===== src/rtl/ptw_axi_read_responder_pkg.sv =====
`default_nettype none
// ============================================================================
// Module      : ptw_axi_read_responder_pkg
// Description : Shared AXI read encodings, responder state encodings and the
//               logb2 sizing helper for the page-table-walk read responder.
// Revision    : 1.0 - initial release
// ============================================================================
package ptw_axi_read_responder_pkg;

  // AXI read response codes
  localparam logic [1:0] RRESP_OKAY   = 2'b00;
  localparam logic [1:0] RRESP_EXOKAY = 2'b01;
  localparam logic [1:0] RRESP_SLVERR = 2'b10;
  localparam logic [1:0] RRESP_DECERR = 2'b11;

  // AR channel constants for a single 8-byte PTE fetch
  localparam logic [2:0] ARSIZE_8B        = 3'd3;
  localparam logic [1:0] ARBURST_INCR     = 2'b01;
  localparam logic [2:0] ARPROT_PRIV_DATA = 3'b001;

  // Responder state encodings
  typedef enum logic [1:0] {
    ST_IDLE  = 2'd0,
    ST_ADDR  = 2'd1,
    ST_DATA  = 2'd2,
    ST_DRAIN = 2'd3
  } ptw_rd_state_t;

  // Number of bits needed to count value-1 (ceiling log2)
  function automatic int logb2(input int value);
    int v;
    int r;
    v = value - 1;
    r = 0;
    while (v > 0) begin
      r = r + 1;
      v = v >> 1;
    end
    return r;
  endfunction

endpackage
`default_nettype wire


===== src/rtl/ptw_axi_read_responder.sv =====
`default_nettype none
// ============================================================================
// Module      : ptw_axi_read_responder
// Description : Responder end of the TLB walk port. Turns a one-cycle PTE
//               request pulse into a single-beat 8-byte AXI4 read and returns
//               the PTE (or an error) as a one-cycle response pulse. One
//               request can be held pending while a read is in flight.
// Revision    : 1.0 - initial release
// ============================================================================
module ptw_axi_read_responder
  import ptw_axi_read_responder_pkg::*;
#(
  parameter int ADDR_WIDTH      = 64,
  parameter int DATA_WIDTH      = 64,
  parameter int PHYS_ADDR_WIDTH = 56,
  parameter int ID_WIDTH        = 4,
  parameter int AXI_ID          = 0,
  parameter int TIMEOUT_CYCLES  = 1024
) (
  input  logic                  CLK,
  input  logic                  RSTN,
  input  logic                  REQ_VALID,
  input  logic [ADDR_WIDTH-1:0] REQ_ADDR,
  output logic                  RESP_VALID,
  output logic [DATA_WIDTH-1:0] RESP_DATA,
  output logic                  RESP_ERR,
  output logic                  BUSY,
  output logic [ID_WIDTH-1:0]   M_AXI_ARID,
  output logic [ADDR_WIDTH-1:0] M_AXI_ARADDR,
  output logic [7:0]            M_AXI_ARLEN,
  output logic [2:0]            M_AXI_ARSIZE,
  output logic [1:0]            M_AXI_ARBURST,
  output logic [2:0]            M_AXI_ARPROT,
  output logic                  M_AXI_ARVALID,
  input  logic                  M_AXI_ARREADY,
  input  logic [DATA_WIDTH-1:0] M_AXI_RDATA,
  input  logic [1:0]            M_AXI_RRESP,
  input  logic                  M_AXI_RLAST,
  input  logic                  M_AXI_RVALID,
  output logic                  M_AXI_RREADY
);

  localparam int                     CNT_WIDTH = logb2(TIMEOUT_CYCLES) + 1;
  localparam logic [CNT_WIDTH-1:0]   CNT_LAST  = CNT_WIDTH'(TIMEOUT_CYCLES - 1);
  localparam logic [CNT_WIDTH-1:0]   CNT_MAX   = {CNT_WIDTH{1'b1}};
  // Any set bit in this mask lies outside the legal physical address space
  localparam logic [ADDR_WIDTH-1:0]  HIGH_MASK = {ADDR_WIDTH{1'b1}} << PHYS_ADDR_WIDTH;

  ptw_rd_state_t          state;
  logic                   pending;
  logic [ADDR_WIDTH-1:0]  pend_addr;
  logic [CNT_WIDTH-1:0]   tmo_cnt;
  // Sticky debug flag: a request arrived while one was already pending.
  // Only observed hierarchically, never drives logic.
  logic                   overflow_dbg_unused;

  logic                   src_valid;
  logic [ADDR_WIDTH-1:0]  src_addr;
  logic                   src_bad;
  logic                   rresp_ok;

  // Fixed AR attributes: one 8-byte beat, privileged secure data access
  assign M_AXI_ARID    = ID_WIDTH'(AXI_ID);
  assign M_AXI_ARLEN   = 8'd0;
  assign M_AXI_ARSIZE  = ARSIZE_8B;
  assign M_AXI_ARBURST = ARBURST_INCR;
  assign M_AXI_ARPROT  = ARPROT_PRIV_DATA;

  // A pended request has priority over a coincident new one in IDLE
  assign src_valid = pending | REQ_VALID;
  assign src_addr  = pending ? pend_addr : REQ_ADDR;
  assign src_bad   = (src_addr[2:0] != 3'b000) | (|(src_addr & HIGH_MASK));
  assign rresp_ok  = ((M_AXI_RRESP == RRESP_OKAY) || (M_AXI_RRESP == RRESP_EXOKAY)) && M_AXI_RLAST;

  // Pending slot: capture requests that arrive while not IDLE, release when issued
  always_ff @(posedge CLK) begin
    if (!RSTN) begin
      pending             <= 1'b0;
      pend_addr           <= '0;
      overflow_dbg_unused <= 1'b0;
    end else if (state == ST_IDLE) begin
      if (pending) begin
        // the pended request issues now; a coincident request takes its slot
        pending <= REQ_VALID;
        if (REQ_VALID) begin
          pend_addr <= REQ_ADDR;
        end
      end
    end else if (REQ_VALID) begin
      if (!pending) begin
        pending   <= 1'b1;
        pend_addr <= REQ_ADDR;
      end else begin
        overflow_dbg_unused <= 1'b1;
      end
    end
  end

  // Walk FSM with registered AXI and response outputs plus the R timeout counter
  always_ff @(posedge CLK) begin
    if (!RSTN) begin
      state         <= ST_IDLE;
      RESP_VALID    <= 1'b0;
      RESP_ERR      <= 1'b0;
      RESP_DATA     <= '0;
      BUSY          <= 1'b0;
      M_AXI_ARVALID <= 1'b0;
      M_AXI_ARADDR  <= '0;
      M_AXI_RREADY  <= 1'b0;
      tmo_cnt       <= '0;
    end else begin
      RESP_VALID <= 1'b0;
      case (state)
        ST_IDLE: begin
          if (src_valid) begin
            if (src_bad) begin
              // illegal address: answer immediately without touching AXI
              RESP_VALID <= 1'b1;
              RESP_ERR   <= 1'b1;
              RESP_DATA  <= '0;
            end else begin
              M_AXI_ARADDR  <= {src_addr[ADDR_WIDTH-1:3], 3'b000};
              M_AXI_ARVALID <= 1'b1;
              BUSY          <= 1'b1;
              state         <= ST_ADDR;
            end
          end
        end
        ST_ADDR: begin
          if (M_AXI_ARREADY) begin
            M_AXI_ARVALID <= 1'b0;
            M_AXI_RREADY  <= 1'b1;
            tmo_cnt       <= '0;
            state         <= ST_DATA;
          end
        end
        ST_DATA: begin
          if (M_AXI_RVALID) begin
            RESP_VALID   <= 1'b1;
            RESP_ERR     <= ~rresp_ok;
            RESP_DATA    <= rresp_ok ? M_AXI_RDATA : '0;
            M_AXI_RREADY <= 1'b0;
            BUSY         <= 1'b0;
            state        <= ST_IDLE;
          end else if (tmo_cnt == CNT_LAST) begin
            // give up on the beat; keep RREADY high so the late beat is sunk
            RESP_VALID <= 1'b1;
            RESP_ERR   <= 1'b1;
            RESP_DATA  <= '0;
            state      <= ST_DRAIN;
          end else if (tmo_cnt != CNT_MAX) begin
            tmo_cnt <= tmo_cnt + CNT_WIDTH'(1);
          end
        end
        ST_DRAIN: begin
          if (M_AXI_RVALID) begin
            M_AXI_RREADY <= 1'b0;
            BUSY         <= 1'b0;
            state        <= ST_IDLE;
          end
        end
        default: begin
          state <= ST_IDLE;
        end
      endcase
    end
  end

endmodule
`default_nettype wire


===== config.mk =====
export PLATFORM = sky130hd
export DESIGN_NAME = ptw_axi_read_responder
export DESIGN_NICKNAME = d
export VERILOG_FILES = /design/src/rtl/ptw_axi_read_responder_pkg.sv /design/src/rtl/ptw_axi_read_responder.sv
export SDC_FILE = /design/constraint.sdc
export NUM_CORES = 1
export LEC_CHECK = 0
export ABC_AREA = 1
export BUFFER_PORTS_ARGS = -buffer_cell sky130_fd_sc_hd__buf_2
export CORE_MARGIN = 2
export CORE_UTILIZATION = 43
export DETAILED_ROUTE_END_ITERATION = 10
export PLACE_DENSITY = 0.72
export RECOVER_POWER = 50
export SKIP_LAST_GASP = 1
export SYNTH_ARGS = -nofsm -noshare
export SYNTH_HDL_FRONTEND = slang
export SYNTH_SLANG_ARGS = --single-unit

===== constraint.sdc =====
create_clock -name CLK -period 1.9 [get_ports CLK]
set_clock_uncertainty 0.2 [all_clocks]
set_input_delay 0.19 -clock CLK [delete_from_list [all_inputs] [get_ports CLK]]
set_output_delay 0.19 -clock CLK [all_outputs]
set_load 0.02 [all_outputs]

# == Word level (Yosys, flattened, before mapping) ==
# Cells that the tools add are included.
# classes
eq_ne,18
n_addsub,1
reduce_logical,21
bitwise_logic,4
muxes,44
# op_table
op,count
$mux 64,10
$pmux 64 s2,1
$mux 11,4
$pmux 11 s2,1
$ne 2x2->1 const B,10
$mux 1,16
$mux 2,6
$reduce_and 4->1,3
$reduce_bool 2->1,6
$add 11x1->11 const B,1
$eq 11x10->1 const B,1
$ne 11x11->1 const B,1
$pmux 1 s2,5
$reduce_and 5->1,2
$reduce_and 3->1,3
$pmux 2 s4,1
$reduce_or 8->1,1
$eq 2x1->1 const B,2
$eq 2x2->1 const B,2
$logic_not 2->1,2
$ne 3x3->1 const B,1
$reduce_bool 3->1,1
$ne 2x1->1 const B,1
$not 1->1,2
other kinds (4),5
# word_totals
inputBits,136
ff_bits,208
wordCells,99
output_inout_bits,153

# == Longest topological paths before layout ==
# depth
word_depth,6
ltp_mapped,12
mapped_depth_nobuf,11

# == Least setup slack after synthesis ==
# Ideal clock, no wire load.
# synth_timing
path_kind,flip-flop to flip-flop
from,register tmo_cnt[0]
to,register RESP_DATA[11]
t_required_ps,1558
period_less_slack_ps,2016
setup_slack_ps,-116
stages_incl_launch_ff,11
arrival_ps,1674
n_path_buf,2
cell_sequence,dfxtp_1 ha_1 nand2_1 nor2_1 nand4_1 a21oi_1 nand2_2 buf_8 buf_8 nand2_1 a21oi_2
# synth_via
elab_chain_len,3
# synth_rtl
item,line_no,rtl
"start, declared",ptw_axi_read_responder.sv:52,logic [CNT_WIDTH-1:0] tmo_cnt;
"start signal, assigned",ptw_axi_read_responder.sv:152,tmo_cnt <= tmo_cnt + CNT_WIDTH'(1);
$eq 11x10->1,ptw_axi_read_responder.sv:145,end else if (tmo_cnt == CNT_LAST) begin
$ne 3x3->1 (no source line),n/a,
$reduce_and 4->1 (no source line),n/a,
"end signal, assigned",ptw_axi_read_responder.sv:141,RESP_DATA <= rresp_ok ? M_AXI_RDATA : '0;
"end, declared",ptw_axi_read_responder.sv:25,"output logic [DATA_WIDTH-1:0] RESP_DATA,"
# No other way between the ends.
# A chain may end at the register's enable or synchronous reset.

# == Final worst setup path ==
# layout_timing
from,register pending
to,register RESP_DATA[53]
# layout_via
elab_chain_len,5
elab_cells_between_ends,8
classes_between,2 x eq/ne; 1 x mux; 2 x bitwise; 3 x reduce/logical
# layout_rtl
item,line_no,rtl
"start, declared",ptw_axi_read_responder.sv:50,logic pending;
"start signal, assigned",ptw_axi_read_responder.sv:78,pending <= 1'b0;
"start signal, assigned",ptw_axi_read_responder.sv:84,pending <= REQ_VALID;
"start signal, assigned",ptw_axi_read_responder.sv:91,pending <= 1'b1;
$mux 64,n/a,
$reduce_or 8->1 / $reduce_bool 3->1 (equally long branches),ptw_axi_read_responder.sv:72,assign src_bad = (src_addr[2:0] != 3'b000) | (|(src_addr & HIGH_MASK));
$or 1x1->1,ptw_axi_read_responder.sv:72,
$ne 2x2->1 (no source line),n/a,
$reduce_and 4->1 (no source line) (*),n/a,
# Every way passes the cells marked *; elsewhere a longest branch is shown, timed or not.

==> impl_metrics.py <==
metrics = {
    "run_status": {
        "status": "finished, violations left",
        "violations": "setup timing",
    },
    "sta": {
        "setup_ws_ns": -0.177,
        "min_period_over_period": 1.09,
        "whs_ns": 0.257,
        "grt_setup_unrepaired": "true",
        "finalHoldViolations": 0,
        "relSlewSlack": 0.614,
        "final_max_slew_viol_count": 0,
        "setup_violations": 130,
        "period_minus_slack_ns": 2.08,
        "tightest_slew_ns": 0.579,
        "fmax_ghz": 0.481,
    },
    "worst_setup_path": {
        "criticalPathCategory": "register to register",
        "reg2reg_setup_slack_ns": -0.18,
        "cp_max_fo": 8,
        "r2r_start": "pending",
        "rr_endpoint": "RESP_DATA[53]",
        "cp.required_ns": 2.12,
        "critPathArrivalTime_ns": 2.30,
        "cp-end-kind": "register",
        "rr_worst_depth": 12,
        "start_kind": "register",
    },
    "cts": {
        "clk_path_buf_depth": 3,
        "path_clk_slew_ns": 0.06,
        "clock_sinks": 208,
        "cts_tree": "done",
        "cts_made_buffers": 24,
        "clkLatencyLatePin_ns": 0.51,
        "root_buffer": "clkbuf_16",
        "htree_levels": 1,
    },
    "place": {
        "preCtsSetupSlack_ns": -0.182,
        "dp_hpwl_mm": 15.6,
        "io_buffer_count": 264,
        "place.gp.congestion": 0.865,
    },
    "global_route": {
        "grt_max_degree": 67,
        "grt_pass1_vias": 9014,
        "overflow": 0,
        "antenna_found_initial": 2,
        "grt_pass1_wl_mm": 44.9,
        "track_usage": 0.252,
    },
    "yosys": {
        "syn_avg_cell_area_sq_um": 7.54,
        "seq_area_frac_synth": 0.478,
        "async_flop_share": 0,
        "synthFlopType": "dfxtp_1",
        "netlist-cell-type-count": 32,
        "yosys_register_bits": 208,
        "netlist_area_sq_um": 8710,
        "yosysWarnings": 0,
        "synth_edf_count": 0,
        "syn_inst": 1155,
    },
    "power": {
        "power.share.switching": 0.234,
        "switchingPower_w": 0.00239,
        "power_density_nw_per_um2": 724,
        "p_leak_nw": 6.33,
        "clockPowerShare": 0.459,
        "p_comb_frac": 0.107,
        "power_w": 0.0102,
        "vdd_drop_max_uv": 551,
        "p_int_w": 0.00784,
        "p_seq_frac": 0.434,
    },
    "layout": {
        "regArea_sq_um": 4170,
        "areaGrowthSynthToFinish_pct": 62.2,
        "nets": 1727,
        "multiInputGateArea_sq_um": 4570,
        "final_common_cell": "dfxtp_1",
        "fin_util": 0.705,
        "final_cell_mix": "205 x dfxtp_1, 197 x buf_2, 167 x nand2_1",
        "fill_cells": 1444,
        "layout-drive-gt1-share": 0.345,
    },
    "floorplanning": {
        "start_util": 0.435,
        "die_y_um": 146,
        "ios": 289,
        "die_w_um": 146,
        "dieArea_sq_um": 21400,
        "fp-row-count": 52,
        "core_sq_um": 20000,
    },
    "route": {
        "antenna_left": 0,
        "num_vias": 9505,
        "post-route-drc-count": 0,
        "wl_mm": 31.5,
        "vias_per_cell": 5.07,
        "drtIter0Drc": 597,
        "wl_per_cell_um": 16.8,
        "drtPass1Iterations": 5,
    },
    "min_path": {
        "hold_path.class": "register to register",
        "min_from": "pend_addr[55]",
        "min_path_cells": 2,
        "holdPathEnd": "pend_addr[55]",
    },
    "job": {
        "cap_viol_max_count": 0,
    },
}
critical path, stage by stage (launching register included):
cell       delay [ns]
dfxtp_4          0.40
buf_8            0.15
nand2_2          0.06
nand2_2          0.07
nand2_2          0.07
nor2_4           0.14
nand4_4          0.14
buf_12           0.16
nand2_8          0.08
buf_12           0.14
clkbuf_16        0.17
nand2_2          0.05
a21oi_1          0.17
power by group through the flow:
stage                     Sequential (W)  Combinational (W)  Clock, W
final                            0.00444            0.00109   0.00470
after global routing             0.00444            0.00117   0.00494
after CTS                        0.00444           0.000950   0.00475
after detailed placement         0.00453           0.000631         0
after global placement           0.00453           0.000624         0
after floorplan                  0.00454           0.000402         0
area by class of cell:
class	count	share of cell area
clock inverters	4	0.00514
clock buffers	36	0.0515
well taps	270	0.0239
inverters	93	0.0265
repair buffers	487	0.274
multi-input cells	776	0.323
diodes	2	0.000354
flip-flops and latches	208	0.295
cell usage after synthesis, types with 8 or more instances:
| cell type | count | area, sq um |
|---|---|---|
| a211oi_1 | 60 | 450 |
| a21oi_1 | 62 | 310 |
| a21oi_2 | 25 | 219 |
| buf_2 | 19 | 95.1 |
| buf_4 | 26 | 195 |
| clkbuf_1 | 37 | 139 |
| dfxtp_1 | 208 | 4160 |
| inv_1 | 89 | 334 |
| nand2_1 | 236 | 886 |
| nand2_2 | 21 | 131 |
| nand3_1 | 12 | 60.1 |
| nor2_1 | 194 | 728 |
| nor3b_1 | 8 | 60.1 |
| o21ai_0 | 118 | 591 |
routing by layer:
| metal | wire [um] | share of wire | global-route usage | vias up |
|---|---|---|---|---|
| met4 | 1620 | 0.051 | 0.124 | 0 |
| met5 | 0 | 0 | 0 | - |
| li1 | - | - | - | 4547 |
| met2 | 15900 | 0.50 | 0.435 | 407 |
| met3 | 1740 | 0.055 | 0.0484 | 131 |
| met1 | 12300 | 0.39 | 0.300 | 4420 |
worst max-delay path by stage:
stage | start | to | cells past startpoint
2_1_floorplan | tmo_cnt[0] | RESP_DATA[11] | 10
5_1_grt | pending | RESP_DATA[53] | 12
3_5_place_dp | pending | M_AXI_ARADDR[10] | 9
6_report | pending | RESP_DATA[53] | 12
4_1_cts | pending | M_AXI_ARADDR[50] | 11
3_3_place_gp | pending | M_AXI_ARADDR[29] | 9
per-stage QoR:
step / setup TNS (ns) / area [sq um] / cells
5_1_grt: -24.53 / 14100 / 1876
3_3_place_gp: -9.69 / 10400 / 1664
2_1_floorplan: 0 / 8800 / 1176
4_1_cts: -7.51 / 13200 / 1862
3_5_place_dp: -13.77 / 10400 / 1664
6_report: -10.15 / 14100 / 1876
what timing repair did:
action | CTS | global route
hold endpoints to repair | 186 | 0
hold buffers | 134 | 0
resized for setup | 95 | 206
cloned | 9 | 9
pin swaps | 17 | 26
buffers inserted | 17 | 6
setup endpoints to repair | 190 | 203
sequential cells by signal (all words and copies together), names as in the netlist, 2 cells and up:
register and flops:
RESP_DATA 64, pend_addr 64, M_AXI_ARADDR 61, tmo_cnt 11, state 2
kinds of logic (layout without fill, tap and decap cells):
logic type	after synthesis	in the layout	synth area share
buf+inv	192	620	0.110
fa+ha+maj	1	1	0.00144
flops	208	208	0.478
simple gates	479	479	0.222
xor+xnor	1	1	0.00101
compound gates	272	272	0.186
other cells	2	25	0.000862
(Power assumes the default switching activity.)
